### src/rtl/fp_mant_align.sv
// ---------------------------------------------------------------------------
// fp_mant_align
//
// Operand-alignment stage in front of the mantissa adder of the floating-point
// add path. The two exponents are compared, and the operand with the larger
// exponent is selected as the "big" operand. The other significand is
// right-shifted by the exponent difference so that both significands line up
// for the adder's a/b inputs.
//
// The block is a two-stage valid/ready pipeline that accepts one pair per cycle:
//   stage 1 : exponent compare, operand swap, absolute exponent difference
//   stage 2 : right shift of the small significand (plus sticky), output regs
//
// Configuration macro:
//   FP_ALIGN_STICKY_EN - when defined, sticky is the OR of all bits shifted
//                        out of man_small. This value is registered with
//                        stage 2. When the macro is undefined, sticky is tied
//                        to 0 and no sticky logic is built.
//
// Parameters:
//   MANT_W - significand width presented to the adder
//   EXP_W  - exponent width
//   SHW    - shift-amount width, 2**SHW >= MANT_W
//
// Ports:
//   clk       in   rising-edge clock
//   rst_n     in   synchronous active-low reset (clears all state)
//   in_valid  in   operand pair valid
//   in_ready  out  stage accepts operands this cycle
//   exp_a     in   exponent of operand A
//   man_a     in   significand of operand A
//   exp_b     in   exponent of operand B
//   man_b     in   significand of operand B
//   out_valid out  aligned result valid
//   out_ready in   downstream accepts result
//   man_big   out  unshifted significand of the larger-exponent operand
//   man_small out  right-shifted significand of the smaller operand
//   exp_out   out  larger exponent
//   swapped   out  1 when B was the larger-exponent operand
//   sticky    out  OR of all bits shifted out of man_small
// ---------------------------------------------------------------------------
module fp_mant_align #(
    parameter int MANT_W = 23,
    parameter int EXP_W  = 8,
    parameter int SHW    = 5
) (
    input  logic              clk,
    input  logic              rst_n,
    input  logic              in_valid,
    output logic              in_ready,
    input  logic [EXP_W-1:0]  exp_a,
    input  logic [MANT_W-1:0] man_a,
    input  logic [EXP_W-1:0]  exp_b,
    input  logic [MANT_W-1:0] man_b,
    output logic              out_valid,
    input  logic              out_ready,
    output logic [MANT_W-1:0] man_big,
    output logic [MANT_W-1:0] man_small,
    output logic [EXP_W-1:0]  exp_out,
    output logic              swapped,
    output logic              sticky
);

    // -----------------------------------------------------------------------
    // Pipeline control
    // -----------------------------------------------------------------------
    logic s1_valid_reg;
    logic s2_valid_reg;
    logic adv1;
    logic adv2;

    // Stage 2 may load when it is empty or its content leaves this cycle.
    // Stage 1 may load when it is empty or it can move into stage 2. This
    // gives full throughput with no bubble when a full pipe drains and fills
    // in the same cycle.
    assign adv2     = ~s2_valid_reg | out_ready;
    assign adv1     = ~s1_valid_reg | adv2;
    assign in_ready = adv1;

    // -----------------------------------------------------------------------
    // Stage 1: exponent compare and operand swap
    // -----------------------------------------------------------------------
    logic              swap_next;
    logic [MANT_W-1:0] big_next;
    logic [MANT_W-1:0] small_next;
    logic [EXP_W-1:0]  exp_next;
    logic [EXP_W-1:0]  diff_next;

    logic              s1_swap_reg;
    logic [MANT_W-1:0] s1_big_reg;
    logic [MANT_W-1:0] s1_small_reg;
    logic [EXP_W-1:0]  s1_exp_reg;
    logic [EXP_W-1:0]  s1_diff_reg;

    always_comb begin
        // Equal exponents keep A as the big operand.
        swap_next = (exp_b > exp_a);
        if (swap_next) begin
            big_next   = man_b;
            small_next = man_a;
            exp_next   = exp_b;
            diff_next  = exp_b - exp_a;
        end else begin
            big_next   = man_a;
            small_next = man_b;
            exp_next   = exp_a;
            diff_next  = exp_a - exp_b;
        end
    end

    always_ff @(posedge clk) begin
        if (!rst_n) begin
            s1_valid_reg <= 1'b0;
            s1_swap_reg  <= 1'b0;
            s1_big_reg   <= '0;
            s1_small_reg <= '0;
            s1_exp_reg   <= '0;
            s1_diff_reg  <= '0;
        end else if (adv1) begin
            s1_valid_reg <= in_valid;
            // Data only loads with a real pair, so the registers hold the
            // last pair while the pipe is idle.
            if (in_valid) begin
                s1_swap_reg  <= swap_next;
                s1_big_reg   <= big_next;
                s1_small_reg <= small_next;
                s1_exp_reg   <= exp_next;
                s1_diff_reg  <= diff_next;
            end
        end
    end

    // -----------------------------------------------------------------------
    // Stage 2: alignment shift
    // -----------------------------------------------------------------------
    // The full-width difference is compared against MANT_W first. Large gaps
    // (for example 255) therefore flush the operand instead of wrapping in
    // the SHW-bit shifter.
    logic diff_ovf;
    assign diff_ovf = (32'(s1_diff_reg) >= 32'(MANT_W));

    // Log-depth barrel shifter. Level gi shifts by 2**gi when bit gi of the
    // difference is set. Only the low SHW bits are needed once diff_ovf is
    // excluded.
    logic [SHW:0][MANT_W-1:0] shift_stage;
    assign shift_stage[0] = s1_small_reg;

    genvar gi;
    generate
        for (gi = 0; gi < SHW; gi++) begin : g_shift
            assign shift_stage[gi+1] = s1_diff_reg[gi] ? (shift_stage[gi] >> (2**gi))
                                                       : shift_stage[gi];
        end
    endgenerate

    logic [MANT_W-1:0] man_small_next;
    assign man_small_next = diff_ovf ? '0 : shift_stage[SHW];

    logic              s2_swap_reg;
    logic [MANT_W-1:0] s2_big_reg;
    logic [MANT_W-1:0] s2_small_reg;
    logic [EXP_W-1:0]  s2_exp_reg;

    always_ff @(posedge clk) begin
        if (!rst_n) begin
            s2_valid_reg <= 1'b0;
            s2_swap_reg  <= 1'b0;
            s2_big_reg   <= '0;
            s2_small_reg <= '0;
            s2_exp_reg   <= '0;
        end else if (adv2) begin
            s2_valid_reg <= s1_valid_reg;
            if (s1_valid_reg) begin
                s2_swap_reg  <= s1_swap_reg;
                s2_big_reg   <= s1_big_reg;
                s2_small_reg <= man_small_next;
                s2_exp_reg   <= s1_exp_reg;
            end
        end
    end

`ifdef FP_ALIGN_STICKY_EN
    // below_mask marks the bit positions that fall off the bottom of the
    // significand: bit gi is lost when gi < diff. With diff >= MANT_W every
    // bit is set, so this one expression also covers the flush case, and
    // diff = 0 gives an empty mask.
    logic [MANT_W-1:0] below_mask;
    logic              sticky_next;
    logic              s2_sticky_reg;

    generate
        for (gi = 0; gi < MANT_W; gi++) begin : g_sticky_mask
            assign below_mask[gi] = (32'(s1_diff_reg) > 32'(gi));
        end
    endgenerate

    assign sticky_next = |(s1_small_reg & below_mask);

    always_ff @(posedge clk) begin
        if (!rst_n) begin
            s2_sticky_reg <= 1'b0;
        end else if (adv2 && s1_valid_reg) begin
            s2_sticky_reg <= sticky_next;
        end
    end

    assign sticky = s2_sticky_reg;
`else
    assign sticky = 1'b0;
`endif

    // -----------------------------------------------------------------------
    // Outputs (all registered)
    // -----------------------------------------------------------------------
    assign out_valid = s2_valid_reg;
    assign man_big   = s2_big_reg;
    assign man_small = s2_small_reg;
    assign exp_out   = s2_exp_reg;
    assign swapped   = s2_swap_reg;

endmodule

### config.mk
export PLATFORM = sky130hd
export DESIGN_NAME = fp_mant_align
export DESIGN_NICKNAME = d
export VERILOG_FILES = /design/src/rtl/fp_mant_align.sv
export SDC_FILE = /design/constraint.sdc
export NUM_CORES = 1
export LEC_CHECK = 0
export BUFFER_PORTS_ARGS = -buffer_cell sky130_fd_sc_hd__buf_2
export CAP_MARGIN = 20
export CORE_MARGIN = 1.5
export CORE_UTILIZATION = 55
export CTS_CLUSTER_DIAMETER = 40
export DETAILED_ROUTE_END_ITERATION = 8
export GPL_TIMING_DRIVEN = 1
export PLACE_DENSITY = 0.91
export SLEW_MARGIN = 30
export SYNTH_ARGS = -nofsm -noshare
export SYNTH_HDL_FRONTEND = slang
export SYNTH_SLANG_ARGS = --single-unit
### constraint.sdc
create_clock -name clk -period 2.4 [get_ports clk]
set_input_delay 0 -clock clk [delete_from_list [all_inputs] [get_ports clk]]
set_output_delay 0 -clock clk [all_outputs]
set_load 0.03 [all_outputs]
==> metrics.md, run 1 <==
| Metric | Value |
|---|---|
| Max-cap violations | `0` |
| Slew Viols, Final | `0` |
| Setup crit end | `s1_big_reg[5]` |
| CTS sink count | `120` |
| Worst EP arrival | `2.62 ns` |
| Startpoint types | `input pin` |
| RSZ-0062 raised after global routing | `no` |
| Share of cells above drive strength 1 | `23.27%` |
| Syn_nets | `785` |
| Post-synth top area share | `38.11%` |
| Flops & latches, synth | `120` |
| Fin crit share | `97.13%` |
| Area of the mapped netlist | `6304 sq um` |
| Slew Limit Headroom | `52.07%` |
| Cts bufs inserted | `17` |
| Most area-consuming cells after synthesis | `dfxtp_1 (38%), mux2i_1 (12%), a21oi_1 (9.3%)` |
| CP bufs+invs | `5` |
| Layout area overhead | `32.59%` |
| CP peak stage delay | `0.60 ns` |
| Remaining global-route overflow | `0` |
| Worst slew pin tran | `0.7179 ns` |
| Setup Fix Bufs, Post-CTS | `0` |
| Clk root buf | `clkbuf_16` |
| FFs w/ async S/R, synth | `0%` |
| Fin crit period | `2.331 ns` |
| Crit path launch | `exp_b[0]` |
| Slowest CP cell | `dlygate4sd3_1` |
| Drt pass-1 iters | `6` |
| Final GP Congestion | `0.9614` |
| FF-to-FF setup slack | `0.13 ns` |
| Failing checks | `negative hold slack` |
| FILL cells | `610` |
| Max Clock Skew | `0.01551 ns` |
| Clk pin slew, worst setup/hold paths | `0.06 ns` |
| Total GRT Usage | `39.06%` |
| Post-DR vias/cell | `6.531` |
| Die H | `110.1 um` |
| Hold Path Class | `in2reg` |
| Post-DRT Antenna Nets | `0` |
| # diodes | `0` |
| Final setup viols | `0` |
| Clock latency on the worst-skew pair | `0.43 ns` |
| CTS tree | `yes` |
| Yosys cell types | `50` |
| Cell repeated most along the worst path | `buf_12` |
| Drt drc | `0` |
| Most used DFF post-synth | `dfxtp_1` |
| Cell count after synthesis | `702` |
| CP Max Fanout | `29` |
| Hold depth | `3` |
| Fin util | `76.10%` |
| Core Area | `10980 sq um` |
| Number of cells on the critical path | `12` |
| Number of synthesized flops with an enable pin | `0` |
| Initial Util | `57.39%` |
| Routed wire length | `22720 um` |
| I/O pin cnt | `124` |
| Die width | `110.1 um` |
| 1st-iter DRT viols | `1113` |
| Vias | `6753` |
| Die ar. | `12110 sq um` |
| CP Cell Sequence | `buf_2, inv_1, ha_1, fa_1, nand3b_1, a21oi_2, o31ai_4, buf_12, buf_12, mux2i_1, dlygate4sd3_1, a21oi_1` |
| Initial antenna violation count | `0` |
| Final hold viol count | `1` |
| Worst VDD drop | `627.4 uV` |
| Register-to-Register Path Depth | `6` |
| Count of input and output buffers | `122` |
| CTS H-tree depth | `4` |
| Hpwl dp | `11010 um` |
| Nets@finish | `964` |
| Cell family contributing the most delay on the critical path | `buffers and inverters` |
| First-pass GRT wire length | `35280 um` |
| Final TNS setup | `0 ns` |
| R2R Path End | `man_small[7]` |
| Yosys top cell by area | `dfxtp_1` |
| Max Freq | `0.4290 GHz` |
| Leak | `3.664 nW` |
| DR WL/cell | `21.97 um` |
| Rows | `38` |
| Endpoint type of the worst setup path | `register` |
| Largest net degree at the start of global routing | `109` |
| FF-to-FF Start | `s1_diff_reg[1]` |
| Mapped Avg Cell Area | `8.979 sq um` |
| Vias in the first global route | `6690` |
| Worst hold slack | `-0.003572 ns` |
| WP data required | `2.69 ns` |
| Cell Pwr Density | `776.2 nW/um^2` |
| Status | `finished with violations` |
| Max clock buf depth | `2` |
| Sequential element share of the synthesized area | `38.11%` |
| Setup CP Type | `in2reg` |
| Yosys synthesis warning count | `0` |
per-layer routing:
| layer | vias up | part of all wire, % | wire, um | global-route usage, % |
|---|---|---|---|---|
| li1 | 2874 | - | - | - |
| met1 | 3096 | 35 | 7958 | 46.17 |
| met2 | 630 | 47 | 10720 | 63.09 |
| met3 | 153 | 12 | 2661 | 11.17 |
| met4 | 0 | 6.1 | 1379 | 23.38 |
| met5 | - | 0 | 0 | 0 |
layout by cell type (no fill, tap or decap), drive strengths merged, types with 4 or more instances in the layout:
master | synthesis | layout
buf | 25 | 142
dfxtp | 120 | 120
a21oi | 118 | 118
nand2 | 78 | 78
dlygate4sd3 | 0 | 78
mux2i | 74 | 74
o21ai | 70 | 70
nor2 | 46 | 46
inv | 17 | 23
mux4 | 21 | 21
clkbuf | 35 | 18
ha | 15 | 15
o22ai | 9 | 9
a221oi | 6 | 6
nand3 | 6 | 6
a211oi | 6 | 6
a31oi | 5 | 5
a22oi | 4 | 4
nor3 | 4 | 4
a21o | 4 | 4
xnor2 | 4 | 4
bufinv | 0 | 4
nor2b | 4 | 4
clkinv | 0 | 4
final cells by class:
class | count | area (sq um) | share of cell area (%)
repair buffers | 220 | 1583 | 18.94
well taps | 140 | 175.2 | 2.096
clock buffers | 18 | 439.2 | 5.254
clock inverters | 14 | 207.7 | 2.485
inverters | 17 | 63.81 | 0.7635
flip-flops and latches | 120 | 2402 | 28.74
multi-input cells | 505 | 3487 | 41.72
Yosys cell counts, types with 4 or more instances:
| library cell | n |
|---|---|
| ha_1 | 15 |
| buf_1 | 5 |
| mux2i_1 | 74 |
| dfxtp_1 | 120 |
| buf_2 | 8 |
| o22ai_1 | 9 |
| a211oi_1 | 5 |
| a22oi_1 | 4 |
| a221oi_1 | 6 |
| a31oi_1 | 5 |
| nor3_1 | 4 |
| inv_1 | 17 |
| clkbuf_1 | 34 |
| nor2_1 | 46 |
| o21ai_0 | 70 |
| nand2_1 | 78 |
| nor2b_1 | 4 |
| buf_12 | 6 |
| xnor2_1 | 4 |
| buf_4 | 4 |
| nand3_1 | 6 |
| a21oi_1 | 117 |
| mux4_2 | 21 |
| a21o_1 | 4 |
cell families (layout without fill, tap and decap cells):
kind of cell    after synthesis  in the layout  synth area share (%)
compound gates              230            230                 20.29
xor+xnor                      6              6                0.8337
fa+ha+maj                    17             17                 3.613
buf+inv                      77            269                 6.788
flops                       120            120                 38.11
mux                          97             97                 19.61
other cells                   1              1               0.05949
simple gates                154            154                 10.70
repair_timing:
action                                  4_1_cts  5_1_grt
endpoints found under the setup margin        0        7
hold buffers                                 78        0
gates resized for setup                       0        3
endpoints found under the hold margin        54        0
worst min path at each step:
stage	startpoint	endpoint	slack, ns
after floorplan	in_valid	s1_valid_reg	0.12
after global placement	in_valid	s1_valid_reg	0.24
after detailed placement	in_valid	s1_valid_reg	0.26
after CTS	man_b[10]	s1_big_reg[10]	0.007
after global routing	exp_a[1]	s1_exp_reg[1]	0.004
final	exp_a[1]	s1_exp_reg[1]	-0.004
power by group:
part           internal [W]  switching, W  leakage (nW)
sequential          0.00212      0.000145         0.985
combinational      0.000607      0.000762          2.36
clock               0.00179       0.00106         0.317
stage by stage:
stage	cells	total power, W	area [sq um]	setup slack [ns]	hold WS, ns
CTS	1034	0.006299	8348	0.1623	0.006671
global route	1034	0.006654	8358	0.02783	0.004481
floorplan	702	0.003118	6304	0.2524	0.1174
global placement	924	0.003344	6920	0.3701	0.2362
detailed placement	924	0.003379	6920	0.2501	0.2578
finish	1034	0.006487	8358	0.06892	-0.003572
worst register-to-register path, delay by kind of cell (launching register included):
family                 cells  cell delay, ns
muxes                      2            0.66
DFF                        1            0.64
AOI/OAI and AO/OA          2            0.40
buffers and inverters      1            0.30
and+or+nand+nor            1            0.11
Note: power is estimated with default switching activity, not from simulation.
==> inputs of run 2 (changes only) <==
--- a/config.mk
+++ b/config.mk
@@ -13,6 +13,7 @@
 export DETAILED_ROUTE_END_ITERATION = 8
 export GPL_TIMING_DRIVEN = 1
 export PLACE_DENSITY = 0.91
+export REMOVE_ABC_BUFFERS = 1
 export SLEW_MARGIN = 30
 export SYNTH_ARGS = -nofsm -noshare
 export SYNTH_HDL_FRONTEND = slang
==> constraint.sdc (replaced) <==
create_clock -name clk -period 2.4 [get_ports clk]
set_input_delay 0.12 -clock clk [delete_from_list [all_inputs] [get_ports clk]]
set_output_delay 0.12 -clock clk [all_outputs]
set_load 0.03 [all_outputs]
==> run 2 against run 1 <==
Net effect:
- the run now ends clean
- routed wire length down 32%
- maximum frequency up 11%
- highest routed layer unchanged
- worst hold slack better by 0.018 ns
- combinational power down 17%
- clock skew down 0.0054 ns
- non-clock buffer count down 76
- setup slack better by 0.24 ns
- sequential share of layout area up 3.1 points
- via count down 18%
- critical endpoint is now man_small[6]
- largest power group unchanged
- register-to-register slack better by 0.18 ns
- count of clock-buffer cells in the layout up 3
==> metrics.md, run 2 (synthesis results as in run 1) <==
| Metric | Value |
|---|---|
| Die ar. | `12110 sq um (unchanged)` |
| Clk pwr share | `42.7% (was 44.0%)` |
| Hold depth | `3 (unchanged)` |
| Cts bufs inserted | `17 (unchanged)` |
| 1st-iter DRT viols | `441 (was 1113)` |
| Total GRT Usage | `26.87% (was 39.06%)` |
| Drt pass-1 iters | `5 (was 6)` |
| Largest net degree at the start of global routing | `120 (was 109)` |
| Share of cells above drive strength 1 | `24.97% (was 23.27%)` |
| Final setup viols | `0 (unchanged)` |
| Most common cell after layout, fill and taps aside | `buf_2 (unchanged)` |
| Placed instance area | `6933 sq um (was 6920 sq um)` |
| Startpoint types | `register (was input pin)` |
| Post_cts resized | `0 (unchanged)` |
| Nets@finish | `888 (was 964)` |
| Switching power | `0.001617 W (was 0.001966 W)` |
| Pint | `0.004261 W (was 0.004521 W)` |
| CTS sink count | `120 (unchanged)` |
| Status | `complete, no violations (was finished with violations)` |
| Placed cell count | `924 (unchanged)` |
| Post-DR vias/cell | `5.818 (was 6.531)` |
| Drt drc | `0 (unchanged)` |
| Vias | `5568 (was 6753)` |
| Worst slew pin tran | `0.7445 ns (was 0.7179 ns)` |
| I/O pin cnt | `124 (unchanged)` |
| Hold Path Class | `in2reg (unchanged)` |
| Post-DRT Antenna Nets | `0 (unchanged)` |
| Hpwl dp | `10530 um (was 11010 um)` |
| Final GP Congestion | `0.9028 (was 0.9614)` |
| Layout area overhead | `19.63% (was 32.59%)` |
| Register-to-Register Path Depth | `6 (unchanged)` |
| Initial Util | `57.39% (unchanged)` |
| First-pass GRT wire length | `25150 um (was 35280 um)` |
| Rows | `38 (unchanged)` |
| Max clock buf depth | `2 (unchanged)` |
| CP Max Fanout | `26 (was 29)` |
| Die H | `110.1 um (unchanged)` |
| Worst EP arrival | `2.37 ns (was 2.62 ns)` |
| Endpoint type of the worst setup path | `register (unchanged)` |
| Die width | `110.1 um (unchanged)` |
| Design Area, Final | `7541 sq um (was 8358 sq um)` |
| Fin crit period | `2.092 ns (was 2.331 ns)` |
| Setup Fix Bufs, Post-CTS | `0 (unchanged)` |
| CTS tree | `yes (unchanged)` |
| Slew Limit Headroom | `50.14% (was 52.07%)` |
| Final hold viol count | `0 (was 1)` |
| Vias in the first global route | `5160 (was 6690)` |
| Fin util | `68.66% (was 76.10%)` |
| DR WL/cell | `16.18 um (was 21.97 um)` |
| Part of the power in registers | `37.9% (was 34.9%)` |
| Clock latency on the worst-skew pair | `0.42 ns (was 0.43 ns)` |
| Initial antenna violation count | `0 (unchanged)` |
| Max-cap violations | `0 (unchanged)` |
| CTS H-tree depth | `4 (unchanged)` |
| Switching Share | `27.51% (was 30.31%)` |
| Remaining global-route overflow | `0 (unchanged)` |
| Max Freq | `0.4780 GHz (was 0.4290 GHz)` |
| Max Clock Skew | `0.01015 ns (was 0.01551 ns)` |
| Core Area | `10980 sq um (unchanged)` |
| RSZ-0062 raised after global routing | `no (unchanged)` |
| Most frequent cells in the layout | `buf_2 (122), dfxtp_1 (120), a21oi_1 (117) (was buf_2 (122), dfxtp_1 (120), a21oi_1 (116))` |
| Clk root buf | `clkbuf_16 (unchanged)` |
| Routed wire length | `15480 um (was 22720 um)` |
| Fin crit share | `87.17% (was 97.13%)` |
| WP data required | `2.68 ns (was 2.69 ns)` |
| Worst VDD drop | `507.5 uV (was 627.4 uV)` |
| Logic pwr share | `19.5% (was 21.1%)` |
| Slew Viols, Final | `0 (unchanged)` |
| Leak | `3.325 nW (was 3.664 nW)` |
| Final Instance Count excl. Fillers | `957 (was 1034)` |
| Clk pin slew, worst setup/hold paths | `0.05 ns (was 0.06 ns)` |
| Cell Pwr Density | `779.6 nW/um^2 (was 776.2 nW/um^2)` |
| Count of input and output buffers | `122 (unchanged)` |
| # diodes | `0 (unchanged)` |
| Setup CP Type | `reg2reg (was in2reg)` |
## run 2: cell count changes in the layout (fill, tap and decap cells not counted), sizes merged
cell	delta
clkinv	+2
inv	-6
clkbuf	+3
dlygate4sd3	-77
bufinv	-1
clkinvlp	+1
buf	+1
## run 2: what timing repair did
item	CTS	global route
setup endpoints to repair	0	0
hold endpoints to repair	1	0
hold buffers	1	0
## run 2: area by class of cell
| cell class | count | area [sq um] |
|---|---|---|
| Inverter | 17 | 63.81 |
| Sequential cell | 120 | 2402 |
| Multi-Input combinational cell | 505 | 3481 |
| Tap cell | 140 | 175.2 |
| Clock inverter | 10 | 127.6 |
| Clock buffer | 21 | 450.4 |
| Timing Repair Buffer | 144 | 840.8 |
| Fill cell | 852 | 3442 |
## run 2: path summary, 6_finish.rpt
path / startpoint / end / slack [ns]
worst min register to register: s1_exp_reg[5] / exp_out[5] / 0.45
worst min-delay path: man_a[5] / s1_big_reg[5] / 0.01
worst max register to register: s1_diff_reg[0] / man_small[6] / 0.31
worst max-delay path: s1_diff_reg[0] / man_small[6] / 0.31
## run 2: critical path, stage by stage, from the launching register on
cell,delay [ns]
dfxtp_1,0.36
buf_12,0.22
mux4_2,0.58
mux2i_1,0.30
o22ai_1,0.15
a221oi_1,0.26
nor3_1,0.10
## run 2: layer usage
metal / global-route usage, % / vias up / part of all wire [%]
li1: - / 2719 / -
met1: 35.27 / 2575 / 43
met3: 6.290 / 49 / 5.6
met5: 0 / - / 0
met4: 11.60 / 0 / 2.8
met2: 42.46 / 225 / 48
## run 2: power groups by stage
stage          registers [W]  logic (W)  clock network [W]
2_1_floorplan        0.00233   0.000697                  0
3_3_place_gp         0.00226    0.00109                  0
3_5_place_dp         0.00226    0.00112                  0
4_1_cts              0.00222    0.00113            0.00253
5_1_grt              0.00224    0.00125            0.00264
6_report             0.00223    0.00114            0.00251
## run 2: stage by stage
step / setup WS (ns) / setup TNS, ns / hold slack (ns) / total power [W]
4_1_cts: 0.3211 / 0 / 0.002419 / 0.005887
3_3_place_gp: 0.2866 / 0 / 0.3754 / 0.003350
3_5_place_dp: 0.2034 / 0 / 0.3920 / 0.003382
5_1_grt: 0.2126 / 0 / 0.01158 / 0.006130
2_1_floorplan: -1.462 / -81.61 / 0.2374 / 0.003031
6_report: 0.3078 / 0 / 0.01485 / 0.005879
